`config.mk`:
```
export PLATFORM = sky130hd
export DESIGN_NAME = paddle_control_arbiter_flat
export DESIGN_NICKNAME = d
export VERILOG_FILES = /design/src/rtl/paddle_control_arbiter_if.sv /design/src/rtl/paddle_control_arbiter.sv /design/src/flat_wrapper.sv
export SDC_FILE = /design/constraint.sdc
export NUM_CORES = 1
export LEC_CHECK = 0
export CORE_MARGIN = 2
export CORE_UTILIZATION = 55
export CTS_CLUSTER_DIAMETER = 80
export DETAILED_ROUTE_END_ITERATION = 10
export PLACE_DENSITY = 0.75
export SLEW_MARGIN = 15
export SYNTH_ARGS = -nofsm -noshare
export SYNTH_HDL_FRONTEND = slang
export SYNTH_SLANG_ARGS = --single-unit
```
`constraint.sdc`:
```
create_clock -name pixel_clock -period 2.3 [get_ports pixel_clock]
set_clock_uncertainty 0.1 [all_clocks]
set_input_delay 0.345 -clock pixel_clock [delete_from_list [all_inputs] [get_ports pixel_clock]]
set_output_delay 0.345 -clock pixel_clock [all_outputs]
set_load 0.03 [all_outputs]
```
`src/rtl/paddle_control_arbiter_if.sv`:
```
// ---------------------------------------------------------------------------
// paddle_control_arbiter_if
// Groups the frame-sync, player, position and paddle-command signals of the
// paddle control arbiter.
//   slave  : arbiter side (vsync, buttons, positions in; move/status out)
//   master : driver side  (the opposite directions)
// force_cpu exists only when PADDLE_ARB_FORCE_CPU_EN is defined.
// ---------------------------------------------------------------------------
`ifndef POSITION_WIDTH
`define POSITION_WIDTH 10
`endif

interface paddle_control_arbiter_if;
  logic                       vertical_sync;
  logic                       btn_forward;
  logic                       btn_backward;
  logic [`POSITION_WIDTH-1:0] paddle_y;
  logic [`POSITION_WIDTH-1:0] ball_y;
`ifdef PADDLE_ARB_FORCE_CPU_EN
  logic                       force_cpu;
`endif
  logic                       move_forward;
  logic                       move_backward;
  logic                       cpu_active;
  logic                       handover;

  modport slave (
`ifdef PADDLE_ARB_FORCE_CPU_EN
    input  force_cpu,
`endif
    input  vertical_sync, btn_forward, btn_backward, paddle_y, ball_y,
    output move_forward, move_backward, cpu_active, handover
  );

  modport master (
`ifdef PADDLE_ARB_FORCE_CPU_EN
    output force_cpu,
`endif
    output vertical_sync, btn_forward, btn_backward, paddle_y, ball_y,
    input  move_forward, move_backward, cpu_active, handover
  );
endinterface

```
`src/rtl/paddle_control_arbiter.sv`:
```
// ---------------------------------------------------------------------------
// paddle_control_arbiter
// Decides once per frame (vsync rising edge) whether the paddle follows the
// human buttons or the built-in ball tracker, and issues move_forward /
// move_backward for the whole following frame.
//
// Ports:
//   pixel_clock : system clock
//   reset_n     : asynchronous active-low reset
//   bus         : paddle_control_arbiter_if.slave (vsync, raw buttons,
//                 paddle_y, ball_y in; move_*, cpu_active, handover out)
//
// Optional feature: PADDLE_ARB_FORCE_CPU_EN adds bus.force_cpu, which pins
// the paddle to CPU control while high and hands back via HANDOVER on release.
//
// state     | meaning
// ----------+----------------------------------------------------------
// ST_HUMAN  | buttons drive the paddle; counting button-free frames
// ST_CPU    | tracker drives the paddle toward the ball
// ST_HANDOVER | forced no-move hold-off before returning to the human
// ---------------------------------------------------------------------------
`ifndef POSITION_WIDTH
`define POSITION_WIDTH 10
`endif

module paddle_control_arbiter #(
  parameter logic [`POSITION_WIDTH-1:0] PADDLE_LENGTH   = `POSITION_WIDTH'd200,
  parameter logic [`POSITION_WIDTH-1:0] DEADBAND        = `POSITION_WIDTH'd8,
  parameter logic [15:0]                IDLE_FRAMES     = 16'd600,
  parameter logic [7:0]                 HANDOVER_FRAMES = 8'd30
) (
  input  logic                     pixel_clock,
  input  logic                     reset_n,
  paddle_control_arbiter_if.slave  bus
);

  localparam int W = `POSITION_WIDTH;

  typedef enum logic [1:0] {
    ST_HUMAN    = 2'd0,
    ST_CPU      = 2'd1,
    ST_HANDOVER = 2'd2
  } state_t;

  state_t      r_state, w_state_nxt;
  logic        r_btn_f_meta, r_btn_f_s, r_btn_b_meta, r_btn_b_s;
  logic        r_last_vsync;
  logic [15:0] r_idle_cnt, w_idle_cnt_nxt;
  logic [7:0]  r_hold_cnt, w_hold_cnt_nxt;
  logic [1:0]  r_move, w_move_raw, w_move_nxt, w_track;
  logic        r_cpu_active, r_handover;
  logic        w_tick, w_any_btn;
  logic [7:0]  w_hold_last;
  logic [W+1:0] w_centre, w_ball, w_db;

`ifdef PADDLE_ARB_FORCE_CPU_EN
  logic r_force_meta, r_force_s, r_forced, w_forced_nxt;
`endif

  // Synchronisers and vsync edge history run every cycle.
  always_ff @(posedge pixel_clock or negedge reset_n) begin
    if (!reset_n) begin
      r_btn_f_meta <= 1'b0;
      r_btn_f_s    <= 1'b0;
      r_btn_b_meta <= 1'b0;
      r_btn_b_s    <= 1'b0;
      r_last_vsync <= 1'b0;
    end else begin
      r_btn_f_meta <= bus.btn_forward;
      r_btn_f_s    <= r_btn_f_meta;
      r_btn_b_meta <= bus.btn_backward;
      r_btn_b_s    <= r_btn_b_meta;
      r_last_vsync <= bus.vertical_sync;
    end
  end

`ifdef PADDLE_ARB_FORCE_CPU_EN
  always_ff @(posedge pixel_clock or negedge reset_n) begin
    if (!reset_n) begin
      r_force_meta <= 1'b0;
      r_force_s    <= 1'b0;
    end else begin
      r_force_meta <= bus.force_cpu;
      r_force_s    <= r_force_meta;
    end
  end
`endif

  assign w_tick    = bus.vertical_sync & ~r_last_vsync;
  assign w_any_btn = r_btn_f_s | r_btn_b_s;

  // A zero-length hold-off behaves as a single frame.
  assign w_hold_last = (HANDOVER_FRAMES == 8'd0) ? 8'd0 : HANDOVER_FRAMES - 8'd1;

  // Two guard bits: the centre can exceed the screen and adding the deadband
  // must not wrap, so the tracker never reverses direction near the edges.
  assign w_centre = {2'b00, bus.paddle_y} + {3'b000, PADDLE_LENGTH[W-1:1]};
  assign w_ball   = {2'b00, bus.ball_y};
  assign w_db     = {2'b00, DEADBAND};
  assign w_track  = (w_ball > w_centre + w_db) ? 2'b10 :
                    (w_ball + w_db < w_centre) ? 2'b01 : 2'b00;

  always_comb begin
    w_state_nxt    = r_state;
    w_idle_cnt_nxt = r_idle_cnt;
    w_hold_cnt_nxt = r_hold_cnt;
    w_move_raw     = 2'b00;
`ifdef PADDLE_ARB_FORCE_CPU_EN
    w_forced_nxt   = r_forced;
`endif
    case (r_state)
      ST_HUMAN: begin
        w_move_raw = {r_btn_f_s, r_btn_b_s};
        if (w_any_btn)
          w_idle_cnt_nxt = 16'd0;
        else if (r_idle_cnt != IDLE_FRAMES)
          w_idle_cnt_nxt = r_idle_cnt + 16'd1;
        if (!w_any_btn && (r_idle_cnt == IDLE_FRAMES - 16'd1)) begin
          w_state_nxt = ST_CPU;
          w_move_raw  = 2'b00;
        end
      end
      ST_CPU: begin
        w_move_raw     = w_track;
        w_idle_cnt_nxt = 16'd0;
        if (w_any_btn) begin
          w_state_nxt    = ST_HANDOVER;
          w_move_raw     = 2'b00;
          w_hold_cnt_nxt = 8'd0;
        end
      end
      ST_HANDOVER: begin
        w_hold_cnt_nxt = r_hold_cnt + 8'd1;
        if (r_hold_cnt == w_hold_last) begin
          w_state_nxt    = ST_HUMAN;
          w_idle_cnt_nxt = 16'd0;
          w_hold_cnt_nxt = 8'd0;
        end
      end
      default: w_state_nxt = ST_HUMAN;
    endcase
`ifdef PADDLE_ARB_FORCE_CPU_EN
    // Forcing overrides everything; releasing it always goes through the
    // hold-off so the player is not surprised by a moving paddle.
    if (r_force_s) begin
      w_forced_nxt   = 1'b1;
      w_state_nxt    = ST_CPU;
      w_idle_cnt_nxt = 16'd0;
      w_hold_cnt_nxt = 8'd0;
      w_move_raw     = (r_state == ST_CPU) ? w_track : 2'b00;
    end else if (r_forced) begin
      w_forced_nxt   = 1'b0;
      w_state_nxt    = ST_HANDOVER;
      w_hold_cnt_nxt = 8'd0;
      w_move_raw     = 2'b00;
    end
`endif
    w_move_nxt = (w_move_raw == 2'b11) ? 2'b00 : w_move_raw;
  end

  always_ff @(posedge pixel_clock or negedge reset_n) begin
    if (!reset_n) begin
      r_state      <= ST_HUMAN;
      r_idle_cnt   <= 16'd0;
      r_hold_cnt   <= 8'd0;
      r_move       <= 2'b00;
      r_cpu_active <= 1'b0;
      r_handover   <= 1'b0;
`ifdef PADDLE_ARB_FORCE_CPU_EN
      r_forced     <= 1'b0;
`endif
    end else if (w_tick) begin
      r_state      <= w_state_nxt;
      r_idle_cnt   <= w_idle_cnt_nxt;
      r_hold_cnt   <= w_hold_cnt_nxt;
      r_move       <= w_move_nxt;
      r_cpu_active <= (w_state_nxt == ST_CPU);
      r_handover   <= (w_state_nxt == ST_HANDOVER);
`ifdef PADDLE_ARB_FORCE_CPU_EN
      r_forced     <= w_forced_nxt;
`endif
    end
  end

  assign bus.move_forward  = r_move[1];
  assign bus.move_backward = r_move[0];
  assign bus.cpu_active    = r_cpu_active;
  assign bus.handover      = r_handover;

endmodule
```
`src/flat_wrapper.sv`:
```
// flat-port wrapper written by rule: the top's interface ports become plain ports
module paddle_control_arbiter_flat 
#(
  parameter logic [`POSITION_WIDTH-1:0] PADDLE_LENGTH   = `POSITION_WIDTH'd200,
  parameter logic [`POSITION_WIDTH-1:0] DEADBAND        = `POSITION_WIDTH'd8,
  parameter logic [15:0]                IDLE_FRAMES     = 16'd600,
  parameter logic [7:0]                 HANDOVER_FRAMES = 8'd30
)
  (pixel_clock, reset_n, bus_vertical_sync, bus_btn_forward, bus_btn_backward, bus_paddle_y, bus_ball_y, bus_move_forward, bus_move_backward, bus_cpu_active, bus_handover);
  paddle_control_arbiter_if bus_i ();
  input  logic pixel_clock;
  input  logic reset_n;
  input wire logic [$bits(bus_i.vertical_sync)-1:0] bus_vertical_sync;
  input wire logic [$bits(bus_i.btn_forward)-1:0] bus_btn_forward;
  input wire logic [$bits(bus_i.btn_backward)-1:0] bus_btn_backward;
  input wire logic [$bits(bus_i.paddle_y)-1:0] bus_paddle_y;
  input wire logic [$bits(bus_i.ball_y)-1:0] bus_ball_y;
  output wire logic [$bits(bus_i.move_forward)-1:0] bus_move_forward;
  output wire logic [$bits(bus_i.move_backward)-1:0] bus_move_backward;
  output wire logic [$bits(bus_i.cpu_active)-1:0] bus_cpu_active;
  output wire logic [$bits(bus_i.handover)-1:0] bus_handover;
  assign bus_i.vertical_sync = bus_vertical_sync;
  assign bus_i.btn_forward = bus_btn_forward;
  assign bus_i.btn_backward = bus_btn_backward;
  assign bus_i.paddle_y = bus_paddle_y;
  assign bus_i.ball_y = bus_ball_y;
  assign bus_move_forward = bus_i.move_forward;
  assign bus_move_backward = bus_i.move_backward;
  assign bus_cpu_active = bus_i.cpu_active;
  assign bus_handover = bus_i.handover;
  paddle_control_arbiter #(.PADDLE_LENGTH(PADDLE_LENGTH), .DEADBAND(DEADBAND), .IDLE_FRAMES(IDLE_FRAMES), .HANDOVER_FRAMES(HANDOVER_FRAMES)) u_core (.pixel_clock(pixel_clock), .reset_n(reset_n), .bus(bus_i));
endmodule
```
* Yosys cells after proc, flatten, opt, wreduce, memory -nomap -nowiden
Index checks and enable logic that the tools add are counted.
** Word-level totals
- Register bits :: 35
- Bits in latches :: 0
- Memory bits (writable) :: 0
- Bits in read-only memories :: 0
- Logic and storage cells :: 56
- Memories :: 0
** Cells by class
- $add $sub $neg :: 5
- Multipliers :: 0
- Div/mod/pow operators :: 0
- $lt $le $gt $ge :: 2
- Eq/ne operators :: 11
- Shifts and indexed selects :: 0
- Muxes and demuxes :: 17
- Bitwise gates (word level) :: 3
- Reduce and logical (&&, ||, !) cells :: 7
** Operator list (count)
- $mux W16 :: 3
- $pmux W16 S3 :: 1
- $add A16 B1 Y16 const B :: 1
- $eq A16 B10 Y1 const B :: 1
- $mux W8 :: 2
- $ne A16 B10 Y1 const B :: 1
- $pmux W8 S2 :: 1
- $mux W2 :: 7
- $add A12 B4 Y12 const B :: 1
- $gt A10 B12 Y1 :: 1
- $lt A12 B12 Y1 :: 1
- $add A10 B4 Y11 const B :: 1
- $add A10 B7 Y11 const B :: 1
- $add A8 B1 Y8 const B :: 1
- $eq A8 B5 Y1 const B :: 1
- $eq A2 B2 Y1 const B :: 3
- $pmux W2 S3 :: 1
- $eq A2 B1 Y1 const B :: 2
- $ne A2 B1 Y1 const B :: 2
- $pmux W2 S2 :: 1
- $reduce_and A4 Y1 :: 1
- $ne A3 B1 Y1 const B :: 1
- $reduce_and A3 Y1 :: 1
- $reduce_bool A3 Y1 :: 1
- 8 further kinds :: 8

* Logic depth before layout (Yosys ltp)
- Depth in word-level cells :: 8
- Mapped depth :: 14
- Mapped depth without buffers :: 14

* Worst setup path before layout
OpenSTA, ideal clock, no wires.
- Path type :: input-to-reg
- From :: in bus_paddle_y[2]
- To :: reg u_core.r_move[1]
- Arrival :: 2.681 ns
- Data required time :: 2.079 ns
- Setup slack :: -0.602 ns
- Stages :: 12
- Path buffers :: 0
- Cell sequence :: ha_1 > and2b_1 > or2_2 > ha_1 > nand3b_1 > nor3_1 > xor2_1 > ha_1 > nand3_1 > o31a_2 > a41o_1 > a22o_1
** Between the ends
- Longest elaborated chain between the ends :: 8
- Elaborated cells between the ends (all ways) :: 10
- Those cells by class :: add/sub: 2; order compare: 2; eq/ne: 1; mux: 5
** RTL lines
- start: declaration :: line flat_wrapper.sv:16 : input wire logic [$bits(bus_i.paddle_y)-1:0] bus_paddle_y;
- $add A10 B7 Y11 (*) :: line paddle_control_arbiter.sv:97 : assign w_centre = {2'b00, bus.paddle_y} + {3'b000, PADDLE_LENGTH[W-1:1]};
- $add A12 B4 Y12 or $lt A12 B12 Y1 (tied branches) :: line paddle_control_arbiter.sv:100, paddle_control_arbiter.sv:101
- $gt A10 B12 Y1 or $mux W1 (tied branches) :: line paddle_control_arbiter.sv:100, paddle_control_arbiter.sv:101
- $mux W2 (*) :: line paddle_control_arbiter.sv:100 : assign w_track = (w_ball > w_centre + w_db) ? 2'b10 :
- $mux W2 (*) :: line paddle_control_arbiter.sv:126 : if (w_any_btn) begin
- $pmux W2 S2 (*) :: line paddle_control_arbiter.sv:111 : case (r_state)
- $eq A2 B2 Y1 :: line paddle_control_arbiter.sv:158 : w_move_nxt = (w_move_raw == 2'b11) ? 2'b00 : w_move_raw;
- $mux W2 (*) :: line paddle_control_arbiter.sv:158
- end signal: assignment :: line paddle_control_arbiter.sv:176 : r_move <= w_move_nxt;
- end: declaration :: line paddle_control_arbiter.sv:50 : logic [1:0] r_move, w_move_raw, w_move_nxt, w_track;
Every way passes the cells marked *; elsewhere a longest branch is shown, timed or not.
A chain may end at the register's enable or synchronous reset.

* Final worst setup path
- From :: in bus_paddle_y[3]
- To :: reg u_core.r_move[1]
The elaborated chain is that of the path after synthesis.

==> flow_summary.toml <==
[cts]
worstSkewPairLatency_ps = 300
clk_root_buffer_cell = "sky130_fd_sc_hd__clkbuf_8"
cts_max_level = 2
post_cts_hold_buffer_count = 0
cts_max_path_buffers = 2
tritoncts_clock_tree = "built"
tritoncts.num_buffers = 5
path_clk_slew_ps = 80
cts_sinks = 35

[global_routing]
grt_pass1_wl_um = 11000
number_of_antenna_violations_at_the_first_check_in_global_routing = 0
first_global_vias = 2437
global_route.overflow_total = 0
total_global_route_track_usage_pct = 25.7
pin_count_of_the_biggest_net_entering_global_routing = 36

[floorplanning]
core_region_area_mm2 = 0.00469
top_level_ports = 29
core.rowCount = 25
die_height_um = 73.7
design.die.area_mm2 = 0.00543
dieWidth_um = 73.7
initial_utilization_pct = 56.9

[synth]
per_instance_average_area_after_synthesis_um2 = 8.67
synth_top_flop_cell = "sky130_fd_sc_hd__dfrtp_1"
dominant_combinational_cell_family_by_area_after_synthesis = "simple AND/OR/NAND/NOR gates"
synthDistinctLibCells = 53
share_of_synthesized_flip_flops_with_an_asynchronous_set_or_reset_pct = 100
ys_seq_area_share_pct = 32.8
synth_enable_flop_cells = 0
yosys.area_share.adder_pct = 14.1
mappedNetlistNets = 363
simple_logic_cell_fraction_of_the_synthesized_area_pct = 23.3
synthesis.yosys.warnings = 0
synth-seq-cells = 35
synth.mux.area_fraction_pct = 0
postSynthCellCount = 308
share_of_the_synthesized_netlist_area_taken_by_xor_and_xnor_gates_pct = 5.90
synth_compound_area_share_pct = 20.3
synth.cell_area_mm2 = 0.00267

[cells_and_area]
layout.nets = 441
final_area_mm2 = 0.00363
drive_above_1_share_pct = 22.7
areaGrowthSynthToFinish_pct = 35.8
finalNonFillerCells = 441
final_cell_mix = "sky130_fd_sc_hd__buf_4 (49), sky130_fd_sc_hd__dfrtp_1 (35), sky130_fd_sc_hd__nor2_1 (28), sky130_fd_sc_hd__ha_1 (28), sky130_fd_sc_hd__nand2_1 (25)"
antenna_cells_inserted = 0
mostFrequentLayoutCell = "sky130_fd_sc_hd__buf_4"
finish.utilization_pct = 77.3

[timing]
setup-violations-final = 2
hold_viol = 0
fin_setup_tns_ps = -821
final.setup.worst_slack_ps = -435
portion_of_the_clock_cycle_consumed_by_the_worst_path_in_the_final_layout_pct = 119
fmaxAchievable_ghz = 0.366
finalHoldWorstSlack_ps = 266
final_max_slew_viol_count = 0
layout_min_cycle_time_ps = 2740
grt_setup_unrepaired = "true"
slew-limit-headroom_pct = 63.4
worstMarginPinSlew_ps = 541

[worst_hold_path]
hp-class = "flop to flop"

[placed_design]
placed_cells_incl_taps = 423
instance_area_at_placement_mm2 = 0.00338
port_buffers = 28
gp_congestion = 0.894
place_hpwl_um = 4840
post-place-ws_ps = -1100

[setup_path]
critPathCaptureType = "flop"
critical_path_arrival_ps = 2830
critical_path_peak_fanout = 3
critical-path-top-cell-by-count = "sky130_fd_sc_hd__ha_4"
worstPathRequired_ps = 2400
crit_path_start_kind = "input port"
crit_chain = "buf_8 -> ha_4 -> and2b_1 -> buf_6 -> or2_4 -> ha_4 -> nand3b_1 -> nor3_2 -> xor2_1 -> ha_1 -> nand3_2 -> o31a_2 -> a41o_1 -> a22o_1"
critical-path-slowest-cell = "sky130_fd_sc_hd__ha_1"
critPathMaxStageDelay_ps = 360
crit_type = "input port to flop"

[power_and_ir_drop]
power.switching_uw = 785
p_sw_share_pct = 35.3
pwr_density_cell_mw_per_mm2 = 614
ir_worst_vdd_v = 0.000449
seqPwrFrac_pct = 33.9
power_leakage_nw = 1.62
combPwrFrac_pct = 40.8
intPower_mw = 1.44
power_mw = 2.23
share_clk_of_total_power_pct = 25.3

[run_status]
failing_checks = "negative setup slack"
outcome = "finished, violations left"

[routing]
dr.first_iter.drc_count = 183
detail_route.wirelength_um = 6470
drtPass1Iterations = 4
route.detailed.vias_per_inst = 5.79
postRouteAntennaNets = 0
drt_drc_violations_left = 0
wire_per_inst_um = 14.7
vias = 2553

[flow_run]
max_cap_viol_count = 0
==> worst paths after layout <==
check / from / end / slack, ps / cells after the start
min in group asynchronous: reset_n / u_core.r_move[0] / 350 / 2
worst min-delay path: u_core.r_btn_b_meta / u_core.r_btn_b_s / 270 / 0
max in group asynchronous: reset_n / u_core.r_idle_cnt[11] / 1420 / 2
worst max-delay path: bus_paddle_y[3] / u_core.r_move[1] / -440 / 14
worst min register to register: u_core.r_btn_b_meta / u_core.r_btn_b_s / 270 / 0
worst max register to register: u_core.r_state[0] / u_core.r_hold_cnt[7] / 110 / 7
==> synthesized netlist by cell type (2+ instances only) <==
| cell | n | area share [%] |
|---|---|---|
| sky130_fd_sc_hd__buf_2 | 5 | 0.94 |
| sky130_fd_sc_hd__xor2_1 | 8 | 2.6 |
| sky130_fd_sc_hd__a22o_1 | 2 | 0.66 |
| sky130_fd_sc_hd__nand3b_1 | 2 | 0.56 |
| sky130_fd_sc_hd__nor2b_1 | 2 | 0.47 |
| sky130_fd_sc_hd__nor3_1 | 8 | 1.5 |
| sky130_fd_sc_hd__a21o_1 | 3 | 0.84 |
| sky130_fd_sc_hd__nand3_1 | 12 | 2.2 |
| sky130_fd_sc_hd__clkbuf_1 | 4 | 0.56 |
| sky130_fd_sc_hd__o21ai_0 | 20 | 3.7 |
| sky130_fd_sc_hd__and2_1 | 4 | 0.94 |
| sky130_fd_sc_hd__ha_1 | 30 | 14 |
| sky130_fd_sc_hd__dfrtp_1 | 35 | 33 |
| sky130_fd_sc_hd__xnor2_1 | 10 | 3.3 |
| sky130_fd_sc_hd__or2_1 | 2 | 0.47 |
| sky130_fd_sc_hd__nor2_1 | 28 | 3.9 |
| sky130_fd_sc_hd__o31ai_1 | 9 | 2.5 |
| sky130_fd_sc_hd__and3_1 | 5 | 1.2 |
| sky130_fd_sc_hd__a31oi_1 | 3 | 0.70 |
| sky130_fd_sc_hd__a21oi_1 | 14 | 2.6 |
| sky130_fd_sc_hd__nand2_1 | 26 | 3.7 |
| sky130_fd_sc_hd__inv_1 | 15 | 2.1 |
| sky130_fd_sc_hd__a211oi_1 | 3 | 0.84 |
| sky130_fd_sc_hd__nand4_1 | 10 | 2.3 |
| sky130_fd_sc_hd__o21ai_1 | 11 | 2.1 |
| sky130_fd_sc_hd__or3_1 | 2 | 0.47 |
| sky130_fd_sc_hd__nand2b_1 | 8 | 1.9 |
| sky130_fd_sc_hd__nor4_1 | 2 | 0.47 |
==> flip-flops by register name, summed over array words and instances, names as in the netlist <==
register and count:
u_core.r_idle_cnt 16, u_core.r_hold_cnt 8, u_core.r_move 2, u_core.r_state 2, u_core.bus.cpu_active 1, u_core.bus.handover 1
u_core.r_btn_b_meta 1, u_core.r_btn_b_s 1, u_core.r_btn_f_meta 1, u_core.r_btn_f_s 1, u_core.r_last_vsync 1
==> final cells by class <==
cell class                 count  area (µm²)
clock inverter                 3        43.8
timing repair buffer          80         696
sequential                    35         876
tap                           54        67.6
fill                         330        1060
clock buffer                   5        68.8
multi-input combinational    249        1820
inverter                      15        56.3
==> timing repair <==
item,in CTS,in global routing
endpoints found under the setup margin,2,4
setup buffers,10,0
pin swaps,18,9
resized for setup,28,4
==> power by group through the flow <==
stage	combinational [mW]	clock (mW)	sequential, mW
global route	1.02	0.598	0.762
detailed placement	0.863	0	0.764
finish	0.909	0.563	0.754
global placement	0.831	0	0.760
CTS	0.901	0.568	0.753
floorplan	0.475	0	0.800
==> critical path, delay by kind of cell <==
family          cells  cell delay [ps]
compound gates      3              750
xor+xnor            1              170
fa+ha+maj           3              640
simple gates        5              750
buf+inv             2              200
==> cell families (layout without fill, tap and decap cells) <==
logic type,after synthesis,in the layout
AO/OA/AOI/OAI,80,80
AND/OR/NAND/NOR,121,121
XOR/XNOR,18,18
flip-flops,35,35
adder cells (fa/ha/maj),30,30
buffers and inverters,24,103
==> metal layers <==
layer	vias up	GRT usage (%)	wire length, µm
met5	-	0	0
met4	0	6.67	60
met3	11	4.39	280
met2	51	42.7	3140
met1	1205	34.6	3000
li1	1286	-	-
Power figures use the tool's default switching activity.
